### config.mk
export PLATFORM = sky130hd
export DESIGN_NAME = channel_spatial_sequencer
export DESIGN_NICKNAME = d
export VERILOG_FILES = /design/src/rtl/channel_spatial_sequencer.sv
export SDC_FILE = /design/constraint.sdc
export NUM_CORES = 1
export LEC_CHECK = 0
export BUFFER_PORTS_ARGS = -buffer_cell sky130_fd_sc_hd__buf_2
export CORE_MARGIN = 2
export CORE_UTILIZATION = 40
export DETAILED_ROUTE_END_ITERATION = 16
export GPL_ROUTABILITY_DRIVEN = 1
export PLACE_DENSITY_LB_ADDON = 0.25
export SYNTH_ARGS = -nofsm -noshare
export SYNTH_HDL_FRONTEND = slang
export SYNTH_SLANG_ARGS = --single-unit
export TNS_END_PERCENT = 30
### constraint.sdc
create_clock -name clk -period 1.26 [get_ports clk]
set_input_delay 0.189 -clock clk [delete_from_list [all_inputs] [get_ports clk]]
set_output_delay 0.189 -clock clk [all_outputs]
set_load 0.02 [all_outputs]
### src/rtl/channel_spatial_sequencer.sv
// -----------------------------------------------------------------------------
// channel_spatial_sequencer
//
// Purpose:
//   Single-stage pass-through register that tags every accepted beat with its
//   position inside a frame of NUM_CHANNELS x NUM_SPATIAL_BLOCKS beats. The
//   frame order is either spatial-inner (ORDER=0) or channel-inner (ORDER=1).
//   Each beat also gets its channel group and first/last-of-frame markers.
//
// Parameters:
//   NUM_CHANNELS        channels per frame (>=1)
//   NUM_SPATIAL_BLOCKS  spatial blocks per channel (>=1)
//   NUM_GROUPS          channel groups, divides NUM_CHANNELS (>=1)
//   ORDER               0 = spatial-inner, 1 = channel-inner
//   DATA_WIDTH          payload width
//
// Ports:
//   clk              clock, rising edge
//   rst              synchronous active-high reset
//   clear            synchronous restart of frame position (pipeline kept)
//   in_valid/in_ready   input handshake, in_data payload
//   out_valid/out_ready output handshake, out_data registered payload
//   out_channel/out_spatial/out_group  position tags of out_data
//   out_frame_first/out_frame_last     beat is first/last of its frame
//   frame_count      (optional) number of completed frames, 16-bit wrapping
//
// Optional feature:
//   Define CHANNEL_SPATIAL_SEQUENCER_FRAME_COUNT_EN to add the frame_count
//   output and its counter. Without the macro the port and logic are absent.
// -----------------------------------------------------------------------------
module channel_spatial_sequencer #(
    parameter int NUM_CHANNELS       = 4,
    parameter int NUM_SPATIAL_BLOCKS = 4,
    parameter int NUM_GROUPS         = 2,
    parameter int ORDER              = 0,
    parameter int DATA_WIDTH         = 32,
    localparam int CW = (NUM_CHANNELS       > 1) ? $clog2(NUM_CHANNELS)       : 1,
    localparam int SW = (NUM_SPATIAL_BLOCKS > 1) ? $clog2(NUM_SPATIAL_BLOCKS) : 1,
    localparam int GW = (NUM_GROUPS         > 1) ? $clog2(NUM_GROUPS)         : 1
) (
    input  logic                  clk,
    input  logic                  rst,
    input  logic                  clear,
    input  logic                  in_valid,
    output logic                  in_ready,
    input  logic [DATA_WIDTH-1:0] in_data,
    output logic                  out_valid,
    input  logic                  out_ready,
    output logic [DATA_WIDTH-1:0] out_data,
    output logic [CW-1:0]         out_channel,
    output logic [SW-1:0]         out_spatial,
    output logic [GW-1:0]         out_group,
    output logic                  out_frame_first,
    output logic                  out_frame_last
`ifdef CHANNEL_SPATIAL_SEQUENCER_FRAME_COUNT_EN
    ,
    output logic [15:0]           frame_count
`endif
);

    // Channels per group; the group tag is the channel tag divided by this.
    localparam int CPG = NUM_CHANNELS / NUM_GROUPS;

    localparam logic [CW-1:0] CHAN_MAX = CW'(NUM_CHANNELS - 1);
    localparam logic [SW-1:0] SP_MAX   = SW'(NUM_SPATIAL_BLOCKS - 1);

    // Map a channel index onto its group index.
    function automatic logic [GW-1:0] group_of(input logic [CW-1:0] chan);
        return GW'(int'(chan) / CPG);
    endfunction

    logic [CW-1:0] chan_cnt_r;
    logic [SW-1:0] sp_cnt_r;
    logic [CW-1:0] chan_nxt_s;
    logic [SW-1:0] sp_nxt_s;
    logic          chan_at_max_s;
    logic          sp_at_max_s;
    logic          in_hs_s;
    logic          frame_first_s;
    logic          frame_last_s;

    // Handshake and position decode of the current counter values.
    always_comb begin
        in_ready      = ~out_valid | out_ready;
        in_hs_s       = in_valid & in_ready;
        chan_at_max_s = (chan_cnt_r == CHAN_MAX);
        sp_at_max_s   = (sp_cnt_r == SP_MAX);
        frame_first_s = (chan_cnt_r == {CW{1'b0}}) & (sp_cnt_r == {SW{1'b0}});
        frame_last_s  = chan_at_max_s & sp_at_max_s;
    end

    // Next frame position: the inner dimension steps every beat, the outer
    // one steps when the inner wraps, and both wrap together at frame end.
    always_comb begin
        chan_nxt_s = chan_cnt_r;
        sp_nxt_s   = sp_cnt_r;
        if (ORDER == 0) begin
            if (sp_at_max_s) begin
                sp_nxt_s = {SW{1'b0}};
                if (chan_at_max_s) begin
                    chan_nxt_s = {CW{1'b0}};
                end else begin
                    chan_nxt_s = chan_cnt_r + CW'(1);
                end
            end else begin
                sp_nxt_s = sp_cnt_r + SW'(1);
            end
        end else begin
            if (chan_at_max_s) begin
                chan_nxt_s = {CW{1'b0}};
                if (sp_at_max_s) begin
                    sp_nxt_s = {SW{1'b0}};
                end else begin
                    sp_nxt_s = sp_cnt_r + SW'(1);
                end
            end else begin
                chan_nxt_s = chan_cnt_r + CW'(1);
            end
        end
    end

    // Position counters: clear restarts the frame even when a beat is taken
    // in the same cycle (that beat still carries the pre-clear position).
    always_ff @(posedge clk) begin
        if (rst) begin
            chan_cnt_r <= {CW{1'b0}};
            sp_cnt_r   <= {SW{1'b0}};
        end else if (clear) begin
            chan_cnt_r <= {CW{1'b0}};
            sp_cnt_r   <= {SW{1'b0}};
        end else if (in_hs_s) begin
            chan_cnt_r <= chan_nxt_s;
            sp_cnt_r   <= sp_nxt_s;
        end else begin
            chan_cnt_r <= chan_cnt_r;
            sp_cnt_r   <= sp_cnt_r;
        end
    end

    // Output register stage; clear deliberately has no effect here so a
    // beat already held keeps its tags.
    always_ff @(posedge clk) begin
        if (rst) begin
            out_valid       <= 1'b0;
            out_data        <= {DATA_WIDTH{1'b0}};
            out_channel     <= {CW{1'b0}};
            out_spatial     <= {SW{1'b0}};
            out_group       <= {GW{1'b0}};
            out_frame_first <= 1'b0;
            out_frame_last  <= 1'b0;
        end else if (in_hs_s) begin
            out_valid       <= 1'b1;
            out_data        <= in_data;
            out_channel     <= chan_cnt_r;
            out_spatial     <= sp_cnt_r;
            out_group       <= group_of(chan_cnt_r);
            out_frame_first <= frame_first_s;
            out_frame_last  <= frame_last_s;
        end else if (out_ready) begin
            out_valid       <= 1'b0;
        end else begin
            out_valid       <= out_valid;
        end
    end

`ifdef CHANNEL_SPATIAL_SEQUENCER_FRAME_COUNT_EN
    // Completed-frame counter; clear wins over a frame-last beat taken in the
    // same cycle because clear restarts frame bookkeeping as a whole.
    always_ff @(posedge clk) begin
        if (rst) begin
            frame_count <= 16'd0;
        end else if (clear) begin
            frame_count <= 16'd0;
        end else if (in_hs_s && frame_last_s) begin
            frame_count <= frame_count + 16'd1;
        end else begin
            frame_count <= frame_count;
        end
    end
`endif

endmodule

==> results.yml <==
status:
  status: "finished clean"
global_routing:
  grt_pass1_wl_microns: 7060
  grt_max_degree: 26
  grt_pass1_vias: 1471
  grt_use_met2_pct: 25.1
  grt_use_met1_pct: 25.2
  antenna_found_initial: 0
  met3_usage_pct: 5.81
  track_usage_pct: 17.8
  grt_overflow: 0
  top_usage_layer: "met1"
placed_design:
  dp_cells: 326
  port_buffers: 77
  hpwl_microns: 2900
  place_area_sq_mm: 0.00219
  finalWeightedCongestion: 0.728
hold_path:
  hp-class: "primary input to flip-flop"
  hp-start: "in_data[8]"
die:
  coreArea_sq_mm: 0.00406
  die_height_microns: 69.5
  fp.dieW_microns: 69.5
  io_pins: 78
  die_area_sq_mm: 0.00482
  rows: 23
  initial_core_util_pct: 42.2
yosys:
  ys_seq_elements: 43
  yosysTopAreaCell: "dfxtp_1"
  ys_seq_area_share_pct: 50.2
  netlist_instances: 207
  ys_warn_count: 0
  syn-num-nets: 248
  syn_area_sq_mm: 0.00171
  synth_area_leaders: "dfxtp_1, o21ai_0, a21oi_1"
  synth_top_area_share_pct: 50.2
  synthDistinctLibCells: 18
  avgSynthCellArea_sq_um: 8.28
worst_setup_path:
  critical_path_class: "flip-flop to flip-flop"
  r2r.worst_path.cells: 3
  worstPathMaxFanout: 3
  crit_end: "chan_cnt_r[0]$_SDFFE_PP0P_"
  cp_slowest_stage_delay_ns: 0.50
  r2r-end: "chan_cnt_r[0]$_SDFFE_PP0P_"
  cp_slowest_cell: "or4_1"
  startpoint_type: "flip-flop"
  arrival_ns: 1.44
  crit_chain: "ha_4 -> or4_1 -> a21boi_1"
  crit_start: "chan_cnt_r[0]$_SDFFE_PP0P_"
  endpoint_kind: "flip-flop"
  worstReg2RegStart: "chan_cnt_r[0]$_SDFFE_PP0P_"
  cp_data_required_time_ns: 1.49
  r2r_slack_ns: 0.05
cts:
  cts_htree_levels: 2
  cts_hold_buf: 0
  cts_made_buffers: 5
  clk_path_buf_depth: 2
  clock-sinks: 43
  clkTransAtPathRegs_ns: 0.08
  cts_tree: "done"
  cts_root_buf: "clkbuf_8"
  insertion_delay_ns: 0.29
cells_and_area:
  final_nets: 328
  post-route-util_pct: 57.4
  diodes: 0
  fin_cells: 337
  multi_input_area_sq_um: 741
  seqCellArea_sq_um: 866
  fillers: 405
  layout-drive-gt1-share_pct: 38.3
  syn_to_final_growth_pct: 35.9
  fin_area_sq_mm: 0.00233
pwr:
  p_per_area_mw_per_mm2: 1180
  total_leakage_power_nw: 1.05
  vdd_drop_max_v: 0.000733
  finalPower_mw: 2.76
sta:
  finalHoldViolCount: 0
  setup_viol: 0
  maxSlewViolCount: 0
  post-route-min-period_ns: 1.21
  timing.fmax_mhz: 826
  skew_ns: 0.00587
  slew_headroom_pct: 72.2
  tightestPinTransition_ns: 0.415
  fin_crit_sh_pct: 96.1
  rsz0062_at_grt: "no"
  fin_tns_setup_ns: 0
drt:
  drc: 0
  drt_iter0_markers: 103
  ant_nets: 0
  routed_wl_microns: 4300
  wl_per_cell_microns: 12.8
  dr.pass1.iters: 4
  num_vias: 1739
  vias_per_cell: 5.16
run:
  drv_cap: 0
-- critical path, delay by kind of cell (launching register included) --
family	cells	cell delay, ns
flops	1	0.35
compound gates	1	0.14
fa+ha+maj	1	0.16
simple gates	1	0.50
-- area by class of cell --
class | instances | area share (%)
Clock buffer | 6 | 3.54
Clock inverter | 1 | 0.215
Inverter | 6 | 1.07
Multi-Input combinational cell | 136 | 31.8
Sequential cell | 43 | 37.2
Tap cell | 50 | 2.69
Timing Repair Buffer | 95 | 23.5
-- flip-flops by register name, summed over array words and instances (netlist names) --
name,flops
out_frame_last,1
chan_cnt_r,2
sp_cnt_r,2
out_valid,1
out_frame_first,1
out_spatial,2
out_channel,2
out_data,32
-- cells by family after synthesis --
logic type | count (synthesis) | synth area share (%)
and+or+nand+nor | 49 | 14.9
adders and majority gates | 4 | 2.92
DFF | 43 | 50.2
buffers and inverters | 28 | 7.45
AOI/OAI and AO/OA | 83 | 24.5
-- what timing repair did --
| item | in CTS | in global routing |
|---|---|---|
| pin swaps | 0 | 2 |
| buffers inserted | 3 | 2 |
| setup endpoints to repair | 2 | 1 |
| cloned | 0 | 0 |
| gates resized for setup | 3 | 6 |
-- stage by stage --
step | setup slack [ns] | hold WS (ns)
6_report | 0.0489 | 0.139
5_1_grt | 0.00663 | 0.122
4_1_cts | 0.00512 | 0.131
3_5_place_dp | 0.0153 | 0.449
3_3_place_gp | 0.0527 | 0.443
2_1_floorplan | 0.0576 | 0.337
-- synthesized netlist by cell type --
library cell	instances
a21boi_0	1
a21boi_1	1
a21oi_1	39
buf_2	8
buf_4	2
clkbuf_1	8
clkbuf_2	4
dfxtp_1	43
ha_1	4
inv_1	5
inv_2	1
nand2_1	3
nand3_1	36
nand4_1	5
nor2_1	3
nor2b_4	1
o21ai_0	42
or4_1	1
-- layout by cell type (no fill, tap or decap) --
master	netlist	final
a21boi_0	1	1
a21boi_1	1	1
a21oi_1	39	39
buf_12	0	2
buf_2	8	76
buf_4	2	17
clkbuf_8	0	6
clkinv_2	0	1
dfxtp_1	43	39
dfxtp_2	0	4
ha_1	4	2
ha_2	0	1
ha_4	0	1
inv_1	5	5
inv_4	0	1
nand2_1	3	3
nand3_1	36	36
nand4_1	5	5
nor2_1	3	3
nor2b_4	1	1
o21ai_0	42	42
or4_1	1	1
-- layer usage --
| metal | vias to the layer above | share of wire [%] |
|---|---|---|
| li1 | 891 | - |
| met1 | 783 | 48 |
| met2 | 61 | 43 |
| met3 | 4 | 8.8 |
| met4 | 0 | 0.79 |
| met5 | - | 0 |
-- where the power goes --
group | switching (mW) | total (mW) | internal, mW
clock network | 0.435 | 0.865 | 0.430
registers | 0.0272 | 1.45 | 1.43
logic | 0.264 | 0.438 | 0.174
-- worst min-delay path by stage --
stage / cells after the start / endpoint
6_report: 3 / out_data[8]$_SDFFE_PP0P_
5_1_grt: 3 / out_data[24]$_SDFFE_PP0P_
4_1_cts: 3 / out_data[8]$_SDFFE_PP0P_
3_5_place_dp: 3 / out_data[3]$_SDFFE_PP0P_
3_3_place_gp: 3 / out_data[17]$_SDFFE_PP0P_
2_1_floorplan: 2 / out_data[0]$_SDFFE_PP0P_
Note: power is estimated with default switching activity, not from simulation.
